<file path="config.mk">
export PLATFORM = sky130hd
export DESIGN_NAME = normalise_adder_pipe
export DESIGN_NICKNAME = d
export VERILOG_FILES = /design/src/rtl/normalise_pkg.sv /design/src/rtl/normalise_adder_pipe_lzc.sv /design/src/rtl/normalise_adder_pipe.sv
export SDC_FILE = /design/constraint.sdc
export NUM_CORES = 1
export LEC_CHECK = 0
export ABC_AREA = 1
export BUFFER_PORTS_ARGS = -buffer_cell sky130_fd_sc_hd__buf_4
export CORE_MARGIN = 3
export CORE_UTILIZATION = 35
export CTS_BUF_LIST = sky130_fd_sc_hd__clkbuf_16
export DETAILED_ROUTE_END_ITERATION = 8
export SKIP_LAST_GASP = 1
export SYNTH_ARGS = -nofsm -noshare
export SYNTH_HDL_FRONTEND = slang
export SYNTH_SLANG_ARGS = --single-unit
</file>
<file path="constraint.sdc">
create_clock -name clock -period 19.4 [get_ports clock]
set_clock_uncertainty 0.2 [all_clocks]
set_input_delay 2.91 -clock clock [delete_from_list [all_inputs] [get_ports clock]]
set_output_delay 2.91 -clock clock [all_outputs]
set_load 0.005 [all_outputs]
</file>
<file path="src/rtl/normalise_pkg.sv">
// Shared widths, CORDIC opcode codes and width helpers for the post-add normalisation pipe.
package normalise_pkg;

  localparam int EXP_W_DEF = 8;
  localparam int MAN_W_DEF = 23;
  localparam int GRD_W_DEF = 3;
  localparam int Z_W_DEF   = 32;
  localparam int OPC_W_DEF = 4;
  localparam int TAG_W_DEF = 8;

  localparam int sin_cos    = 0;
  localparam int sinh_cosh  = 1;
  localparam int arctan     = 2;
  localparam int arctanh    = 3;
  localparam int exp        = 4;
  localparam int sqr_root   = 5;
  localparam int division   = 6;
  localparam int tan        = 7;
  localparam int tanh       = 8;
  localparam int nat_log    = 9;
  localparam int hypotenuse = 10;
  localparam int PreProcess = 11;

  // Extended sum: carry-out, hidden bit, fraction, guard/round/sticky.
  function automatic int sum_width(input int man_w, input int grd_w);
    return man_w + grd_w + 2;
  endfunction

  // Count range is 0..man_w+1 inclusive.
  function automatic int lz_width(input int man_w);
    return $clog2(man_w + 2);
  endfunction

  localparam int SUM_W_DEF = sum_width(MAN_W_DEF, GRD_W_DEF);

endpackage

</file>
<file path="src/rtl/normalise_adder_pipe_lzc.sv">
// Leading-zero counter, purely combinational; returns W for an all-zero input.
module lzc_priority #(
  parameter int W  = 24,
  parameter int CW = $clog2(W + 1)
) (
  input  logic [W-1:0]  data,
  output logic [CW-1:0] count
);

  // Later (higher) set bits override, so the MSB-most one decides the count.
  always_comb begin
    count = CW'(W);
    for (int i = 0; i < W; i++) begin
      if (data[i]) count = CW'(W - 1 - i);
    end
  end

endmodule

</file>
<file path="src/rtl/normalise_adder_pipe.sv">
// Post-add normalisation: 2-cycle latency, 1 beat/cycle, elastic 2-entry valid/ready pipe.
// NORMALISE_EXC_EN enables exponent overflow/underflow handling; otherwise exponent wraps.
module normalise_adder_pipe
  import normalise_pkg::*;
#(
  parameter int EXP_W = EXP_W_DEF,
  parameter int MAN_W = MAN_W_DEF,
  parameter int GRD_W = GRD_W_DEF,
  parameter int Z_W   = Z_W_DEF,
  parameter int OPC_W = OPC_W_DEF,
  parameter int TAG_W = TAG_W_DEF
) (
  input  logic                     clock,
  input  logic                     reset,
  input  logic                     in_valid,
  output logic                     in_ready,
  input  logic                     in_idle,
  input  logic [EXP_W+MAN_W:0]     in_sout,
  input  logic [MAN_W+GRD_W+1:0]   in_sum,
  input  logic [Z_W-1:0]           in_z,
  input  logic [OPC_W-1:0]         in_opcode,
  input  logic [TAG_W-1:0]         in_tag,
  output logic                     out_valid,
  input  logic                     out_ready,
  output logic                     out_idle,
  output logic [EXP_W+MAN_W:0]     out_sout,
  output logic [MAN_W+GRD_W+1:0]   out_sum,
  output logic [Z_W-1:0]           out_z,
  output logic [OPC_W-1:0]         out_opcode,
  output logic [TAG_W-1:0]         out_tag,
  output logic                     out_oflow,
  output logic                     out_uflow
);

  localparam int SUM_W  = sum_width(MAN_W, GRD_W);
  localparam int FLD_W  = MAN_W + 1;
  localparam int LZ_W   = lz_width(MAN_W);
  localparam int EW     = EXP_W + 2;
  localparam int SOUT_W = 1 + EXP_W + MAN_W;

  logic               s1_vld, s1_idle, s1_carry, s1_zero;
  logic [SOUT_W-1:0]  s1_sout;
  logic [SUM_W-1:0]   s1_sum;
  logic [Z_W-1:0]     s1_z;
  logic [OPC_W-1:0]   s1_opcode;
  logic [TAG_W-1:0]   s1_tag;
  logic [LZ_W-1:0]    s1_lz, lz_in;
  logic               adv;

  assign adv      = !out_valid || out_ready;
  assign in_ready = !s1_vld || adv;

  lzc_priority #(.W(FLD_W), .CW(LZ_W)) u_lzc (
    .data  (in_sum[SUM_W-2:GRD_W]),
    .count (lz_in)
  );

  always_ff @(posedge clock or posedge reset) begin
    if (reset) begin
      s1_vld    <= 1'b0;
      s1_idle   <= 1'b0;
      s1_carry  <= 1'b0;
      s1_zero   <= 1'b0;
      s1_sout   <= '0;
      s1_sum    <= '0;
      s1_z      <= '0;
      s1_opcode <= '0;
      s1_tag    <= '0;
      s1_lz     <= '0;
    end else if (in_ready) begin
      s1_vld <= in_valid;
      if (in_valid) begin
        s1_idle   <= in_idle;
        s1_carry  <= in_sum[SUM_W-1];
        s1_zero   <= (in_sum[SUM_W-2:GRD_W] == '0);
        s1_sout   <= in_sout;
        s1_sum    <= in_sum;
        s1_z      <= in_z;
        s1_opcode <= in_opcode;
        s1_tag    <= in_tag;
        s1_lz     <= lz_in;
      end
    end
  end

  logic signed [EW-1:0] e_in, e_adj;
  logic [SOUT_W-1:0]    n_sout;
  logic [SUM_W-1:0]     n_sum;
  logic                 n_oflow, n_uflow;

  always_comb begin
    e_in    = {2'b00, s1_sout[MAN_W +: EXP_W]};
    e_adj   = e_in;
    n_sout  = s1_sout;
    n_sum   = s1_sum;
    n_oflow = 1'b0;
    n_uflow = 1'b0;
    if (s1_idle) begin
      n_sum = '0;
    end else if (s1_carry) begin
      e_adj = e_in + EW'(1);
      n_sum = {1'b0, s1_sum[SUM_W-1:2], s1_sum[1] | s1_sum[0]};
    end else if (s1_zero) begin
      e_adj = '0;
      n_sum = '0;
    end else begin
      e_adj = e_in - {{(EW-LZ_W){1'b0}}, s1_lz};
      n_sum = s1_sum << s1_lz;
    end
`ifdef NORMALISE_EXC_EN
    // Zero and idle beats are exact; only real arithmetic can leave the exponent range.
    if (!s1_idle && !s1_zero) begin
      n_oflow = !e_adj[EW-1] && (e_adj >= EW'((1 << EXP_W) - 1));
      n_uflow = e_adj[EW-1] || (e_adj == '0);
    end
    if (n_oflow) begin
      n_sout[MAN_W +: EXP_W] = '1;
      n_sum                  = '0;
    end else if (n_uflow) begin
      n_sout[MAN_W +: EXP_W] = '0;
      n_sum                  = '0;
    end else begin
      n_sout[MAN_W +: EXP_W] = e_adj[EXP_W-1:0];
    end
`else
    n_sout[MAN_W +: EXP_W] = e_adj[EXP_W-1:0];
`endif
  end

  always_ff @(posedge clock or posedge reset) begin
    if (reset) begin
      out_valid  <= 1'b0;
      out_idle   <= 1'b0;
      out_sout   <= '0;
      out_sum    <= '0;
      out_z      <= '0;
      out_opcode <= '0;
      out_tag    <= '0;
`ifdef NORMALISE_EXC_EN
      out_oflow  <= 1'b0;
      out_uflow  <= 1'b0;
`endif
    end else if (adv) begin
      out_valid <= s1_vld;
      if (s1_vld) begin
        out_idle   <= s1_idle;
        out_sout   <= n_sout;
        out_sum    <= n_sum;
        out_z      <= s1_z;
        out_opcode <= s1_opcode;
        out_tag    <= s1_tag;
`ifdef NORMALISE_EXC_EN
        out_oflow  <= n_oflow;
        out_uflow  <= n_uflow;
`endif
      end
    end
  end

`ifndef NORMALISE_EXC_EN
  assign out_oflow = 1'b0;
  assign out_uflow = 1'b0;
`endif

endmodule

</file>
==> results of run 1 <==
==> cells by family (layout without fill, tap and decap cells) <==
family	Yosys count	in the layout	synth area share, %
and+or+nand+nor	534	534	20.6
adders and majority gates	7	7	0.935
muxes	14	14	1.38
buffers and inverters	196	394	7.69
AOI/OAI and AO/OA	280	280	15.6
DFF	218	218	53.7
other	1	2	0.0369
xor gates and xnor gates	1	1	0.0862
==> power groups by stage <==
| stage | Sequential, mW | Clock (mW) | Combinational, mW |
|---|---|---|---|
| 2_1_floorplan | 0.618 | 0 | 0.211 |
| 6_report | 0.624 | 0.479 | 0.399 |
| 3_5_place_dp | 0.629 | 0 | 0.404 |
| 3_3_place_gp | 0.629 | 0 | 0.398 |
| 4_1_cts | 0.624 | 0.494 | 0.404 |
| 5_1_grt | 0.638 | 0.512 | 0.449 |
==> cells in the final DEF (no fill, tap or decap), types with 2 or more instances in the layout <==
cell type / n
bufinv_16: 4
clkinv_1: 7
nand2_2: 2
o21ai_1: 56
a211oi_1: 3
o211ai_1: 12
a22oi_1: 5
inv_1: 118
clkbuf_16: 25
o221ai_1: 5
a32o_1: 2
mux2i_1: 14
dfrtp_1: 218
a21oi_1: 23
or2_1: 3
nor4_1: 3
nor3_1: 2
o21ai_0: 136
o22ai_1: 17
nand3_1: 37
nor2_1: 34
inv_2: 8
a22o_1: 15
nand2_1: 447
conb_1: 2
ha_1: 6
clkinv_2: 4
buf_4: 223
==> through the flow <==
step	power, mW	setup WS, ns	hold slack [ns]	utilization (%)
CTS	1.52	12.94	0.266	45.7
floorplan	0.828	10.33	0.242	-
global route	1.60	12.89	0.289	45.7
global placement	1.03	12.94	0.248	42.7
finish	1.50	12.94	0.257	45.7
detailed placement	1.03	12.94	0.250	42.7
==> sequential cells by signal, indices dropped and copies added, names as in the netlist, 4 cells and up <==
signal,cells
out_sout,32
out_z,32
s1_sout,32
s1_z,32
out_sum,28
s1_sum,27
out_tag,8
s1_tag,8
s1_lz,5
out_opcode,4
s1_opcode,4
==> worst min-delay path: cells and delay by family (launching register included) <==
kind	cells	cell delay, ns
flip-flops	1	0.34
AND/OR/NAND/NOR	2	0.09
==> how the worst min path moves through the flow <==
stage / endpoint / slack (ns) / cells after the start
3_5_place_dp: out_sout[17] / 0.25 / 2
5_1_grt: out_sout[19] / 0.29 / 2
2_1_floorplan: out_opcode[3] / 0.24 / 2
3_3_place_gp: out_sout[15] / 0.25 / 2
4_1_cts: out_sout[3] / 0.27 / 2
6_report: out_sout[3] / 0.26 / 2
==> routing by layer <==
metal	global-route usage [%]	up-vias	routed length, µm
li1	-	4405	-
met1	26.6	4107	13400
met2	26.9	262	12500
met3	3.94	40	2050
met4	4.26	0	597
met5	0	-	0
==> cells in the mapped netlist, types with 14 or more instances <==
master / instances
mux2i_1: 14
dfrtp_1: 218
o21ai_0: 136
nand3_1: 37
o21ai_1: 56
o22ai_1: 17
inv_1: 115
clkbuf_1: 44
a22o_1: 15
a21oi_1: 23
nand2_1: 448
nor2_1: 34
==> layout make-up <==
class	instances	area (µm²)	area share [%]
sequential	218	5460	42.4
inverter	125	479	3.73
tap	378	473	3.68
multi-input combinational	838	3940	30.6
clock inverter	21	214	1.66
clock buffer	25	626	4.86
timing repair buffer	223	1670	13.0
==> run metrics, run 1 <==
largest net degree at the start of global routing 98; layout cells sized above 1 19.0%; min Tclk post-route 6.46 ns; number of gates resized after CTS 0; clk root buf clkbuf_16; Layout fillers 2831; max_cap viols 0; CTS HTree Levels 1; antenna violations before repair 0; dpl hpwl 19.8 mm; CP Max Fanout 3; Finish-stage setup viols 0; fmax 155 MHz; RSZ-0062 raised after global routing no; Switching Share 31.6%; Area contributors post-synth dfrtp_1 54%, nand2_1 17%, o21ai_0 6.7%; Synth area leader dfrtp_1; Pint 1.03 mW; hold_sp s1_sout[3]; asr flop ratio synth 100%; drt pass-1 iters 5; Clock power frac 31.9%; IO Pins 218; WL final 28.5 mm; critical path launch point type input pin; clk sinks 218; gpl congestion 0.891; via count 8814; Slew headroom 41.1%; placeable core area 28200 µm²; Pleak 6.63 nW; VDD IR-drop max 65.7 µV; reg2reg start s1_lz[3]; dpl cells 1782; worst r2r dst out_sout[30]; Post-synth EDFFs 0; first-pass GRT wire length 45.6 mm; share of Yosys cell area claimed by the top area cell type 53.7%; synthesized instance count 1251; fin nets 1547; P_sw 0.475 mW; Synth Flop Type dfrtp_1; Antenna Nets Post-Route 0; sequential fraction of the synthesis area 53.7%; Clock Path Buffers 3; delay-heaviest family, CP buffers and inverters; global route total overflow 0; drt wl/cell 15.6 µm; fin crit share 33.3%; Die Height 176 µm; Worst path most repeated cell buf_4; vias per cell 4.82; n_diodes 0; worst path arrival time 3.35 ns; starting density of the core 36.1%; CTS tree yes; gr usage total 18.0%; Post-CTS Setup Inserts 0; Worst EP required 16.29 ns; Flop pwr share 41.6%; cell chain of the critical path buf_4, inv_1, nand3_1, buf_4; DRT iter0 DRCs 549; synthesis-stage register bit count 218; final non-filler cell total 1828; Crit. path cell count 4; Reg2Reg Depth 12; Slowest cell on crit path buf_4; CP endpoint kind output pin; Buf/Inv on CP 3; critical path startpoint out_ready; count of pins over their slew limit 0; final hold violations 0; Setup crit end in_ready; setup TNS 0 ns; Die Area 31100 µm²; logic gate share of total power 26.5%; Worst Setup Path Type in2out; Least-Margin Pin Slew 0.884 ns; outcome completed; Core Rows 61; die width 176 µm; post-synthesis average cell area 8.13 µm²; Synth Cell Area 10200 µm²; finished layout cell area 12900 µm²; Synth-to-Final Area Change 26.5%; pwr dens 117 nW/µm²; clk_lat worst skew 0.53 ns; Num CTS Buffers 25; DR DRC count 0; vias in the first global route 8434; Hold Crit Class reg2reg; CTS hold repair buffers 0; Netlist cell types 42; Reg clk slew, reported paths 0.06 ns; Largest stage delay, worst path 0.16 ns; Ys Warns 0; R2R setup slack 16.11 ns; Placement Cell Area 12000 µm²; IO Port Bufs 215
No activity file was read; power rests on OpenSTA's default activity.
==> inputs of run 2 (changes only) <==
--- a/config.mk
+++ b/config.mk
@@ -5,7 +5,7 @@
 export SDC_FILE = /design/constraint.sdc
 export NUM_CORES = 1
 export LEC_CHECK = 0
-export ABC_AREA = 1
+export ABC_AREA = 0
 export BUFFER_PORTS_ARGS = -buffer_cell sky130_fd_sc_hd__buf_4
 export CORE_MARGIN = 3
 export CORE_UTILIZATION = 35
==> constraint.sdc (replaced) <==
create_clock -name clock -period 6 [get_ports clock]
set_clock_uncertainty 0.2 [all_clocks]
set_input_delay 0.9 -clock clock [delete_from_list [all_inputs] [get_ports clock]]
set_output_delay 0.9 -clock clock [all_outputs]
set_load 0.005 [all_outputs]
==> run 2 against run 1 <==
  * Synthesized cell count is 3.0% lower
  * Core utilization down 0.77 points
  * Clock power grew to 3.3 times the previous value
  * Global-route usage up 1.6 points
  * Routed wire length increased by 16%
==> run metrics, run 2 <==
outcome completed; min Tclk post-route 2.96 ns; global route total overflow 0; Slew headroom 28.0%; DR DRC count 0; commonest non-fill, non-tap cell in the layout nand2_1; clk sinks 218; fin crit share 49.3%; number of gates resized after CTS 0; area of the multi-input gates 4840 µm²; Worst EP required 6.20 ns; DRT iter0 DRCs 837; Pleak 6.83 nW; IO Port Bufs 215; starting density of the core 35.7%; layout cells sized above 1 21.2%; cell chain of the critical path clkinv_1, ha_1, o2111ai_1, and4_1, a31oi_1, a21oi_1; Reg clk slew, reported paths 0.06 ns; Area contributors post-synth dfrtp_1 51%, nand2_1 20%, mux2i_1 3.9%; CP Max Fanout 21; count of pins over their slew limit 0; asr flop ratio synth 100%; sequential fraction of the synthesis area 51.1%; first-pass GRT wire length 52.1 mm; final design utilization 44.9%; Synth Flop Type dfrtp_1; Layout fillers 2911; antenna violations before repair 0; synth cell count leaders 557 x nand2_1, 218 x dfrtp_1, 54 x clkbuf_1; post-synthesis average cell area 8.80 µm²; clk_lat worst skew 0.53 ns; final hold violations 0; WHS 0.256 ns; drt wl/cell 18.4 µm; Post-CTS Setup Inserts 0; vias in the first global route 9300; Die Height 181 µm; via count 9430; Finish-stage setup viols 0; Synth area leader dfrtp_1; setup TNS 0 ns; Num CTS Buffers 26; gr usage total 19.6%; Buf/Inv on CP 1; Netlist cell types 68; fmax 338 MHz; share of Yosys cell area claimed by the top area cell type 51.1%; most frequent cell after synthesis nand2_1; Ys Warns 0; Core Rows 63; RSZ-0062 raised after global routing no; final non-filler cell total 1801; clk root buf clkbuf_16; synthesis-stage register bit count 218; Die Area 32600 µm²; most frequent cells in the layout 555 x nand2_1, 229 x buf_4, 217 x dfrtp_1; IO Pins 218; gpl congestion 0.913; critical path launch point type flop; synthesized instance count 1213; dpl cells 1755; Largest stage delay, worst path 0.85 ns; Hold Crit Class reg2reg; Worst Setup Path Type reg2reg; placeable core area 29900 µm²; Slowest cell on crit path dfrtp_1; CTS hold repair buffers 0; delay-heaviest family, CP flip-flops; CTS tree yes; Post-synth EDFFs 0; largest net degree at the start of global routing 77; WL final 33.1 mm; Synth Cell Area 10700 µm²; Least-Margin Pin Slew 1.08 ns; die width 181 µm; VDD IR-drop max 195 µV; max_cap viols 0; fin nets 1509; Antenna Nets Post-Route 0; vias per cell 5.24; drt pass-1 iters 8; CP endpoint kind flop; pwr dens 347 nW/µm²; dpl hpwl 22.4 mm; Synth-to-Final Area Change 25.7%; n_diodes 0; register area 5460 µm²; CTS HTree Levels 1; worst path arrival time 3.15 ns; Clock Path Buffers 3
run 2: cell types whose count changed after synthesis, sizes merged, moves of 11 or more:
cell	change
o22ai	-14
o21ai	-156
mux4	+19
nand3	-26
inv	-111
mux2i	+28
clkbuf	+11
nand2	+107
run 2: kinds of logic (layout without fill, tap and decap cells):
kind of cell | Yosys count | after routing | share of synthesized area (%)
AO/OA/AOI/OAI | 149 | 149 | 9.64
XOR/XNOR | 3 | 3 | 0.246
adder cells (fa/ha/maj) | 7 | 7 | 0.891
buffers and inverters | 92 | 289 | 3.73
flip-flops | 218 | 218 | 51.1
multiplexers | 70 | 70 | 9.00
other | 1 | 2 | 0.0351
AND/OR/NAND/NOR | 673 | 673 | 25.3
run 2: power breakdown:
group | switching [mW] | total (mW) | internal (mW)
clock network | 0.626 | 1.58 | 0.954
logic | 0.584 | 1.13 | 0.542
registers | 0.218 | 1.94 | 1.73
total | 1.43 | 4.65 | 3.22
run 2: worst register-to-register path, delay by kind of cell, from the launching register on:
kind	cells	cell delay, ns
compound gates	3	0.48
fa+ha+maj	1	0.52
buf+inv	1	0.55
flops	1	0.85
simple gates	1	0.22
run 2: area by class of cell:
class | instances | share of cell area, %
Clock inverter | 20 | 1.48
Clock buffer | 26 | 4.85
Sequential cell | 218 | 40.7
Tap cell | 390 | 3.64
Inverter | 14 | 0.420
Multi-Input combinational cell | 904 | 36.1
Timing Repair Buffer | 229 | 12.8
run 2: worst paths after layout:
kind | from | endpoint | slack [ns] | depth (start not counted)
max | s1_lz[4] | out_sout[30] | 3.04 | 6
min | s1_z[5] | out_z[5] | 0.26 | 2
max reg2reg | s1_lz[4] | out_sout[30] | 3.04 | 6
min reg2reg | s1_z[5] | out_z[5] | 0.26 | 2
max in group asynchronous | reset | out_sum[17] | 3.91 | 3
min in group asynchronous | reset | out_z[2] | 0.34 | 2
run 2: metal layers:
layer  global-route usage [%]  part of all wire (%)  routed length, µm  vias to the layer above
met3                     5.85                   9.3               3080                       81
met2                     29.6                    44              14500                      405
met4                     7.31                   4.2               1400                        0
met5                        0                     0                  0                        -
met1                     26.6                    43              14100                     4518
li1                         -                     -                  -                     4426
run 2: stage by stage:
stage	power [mW]	worst slack (ns)	instance area (µm²)
after global placement	3.08	2.88	12600
after detailed placement	3.10	2.84	12600
final	4.65	3.04	13400
after floorplan	2.54	2.06	10700
after global routing	4.91	2.88	13400
after CTS	4.69	3.11	13400
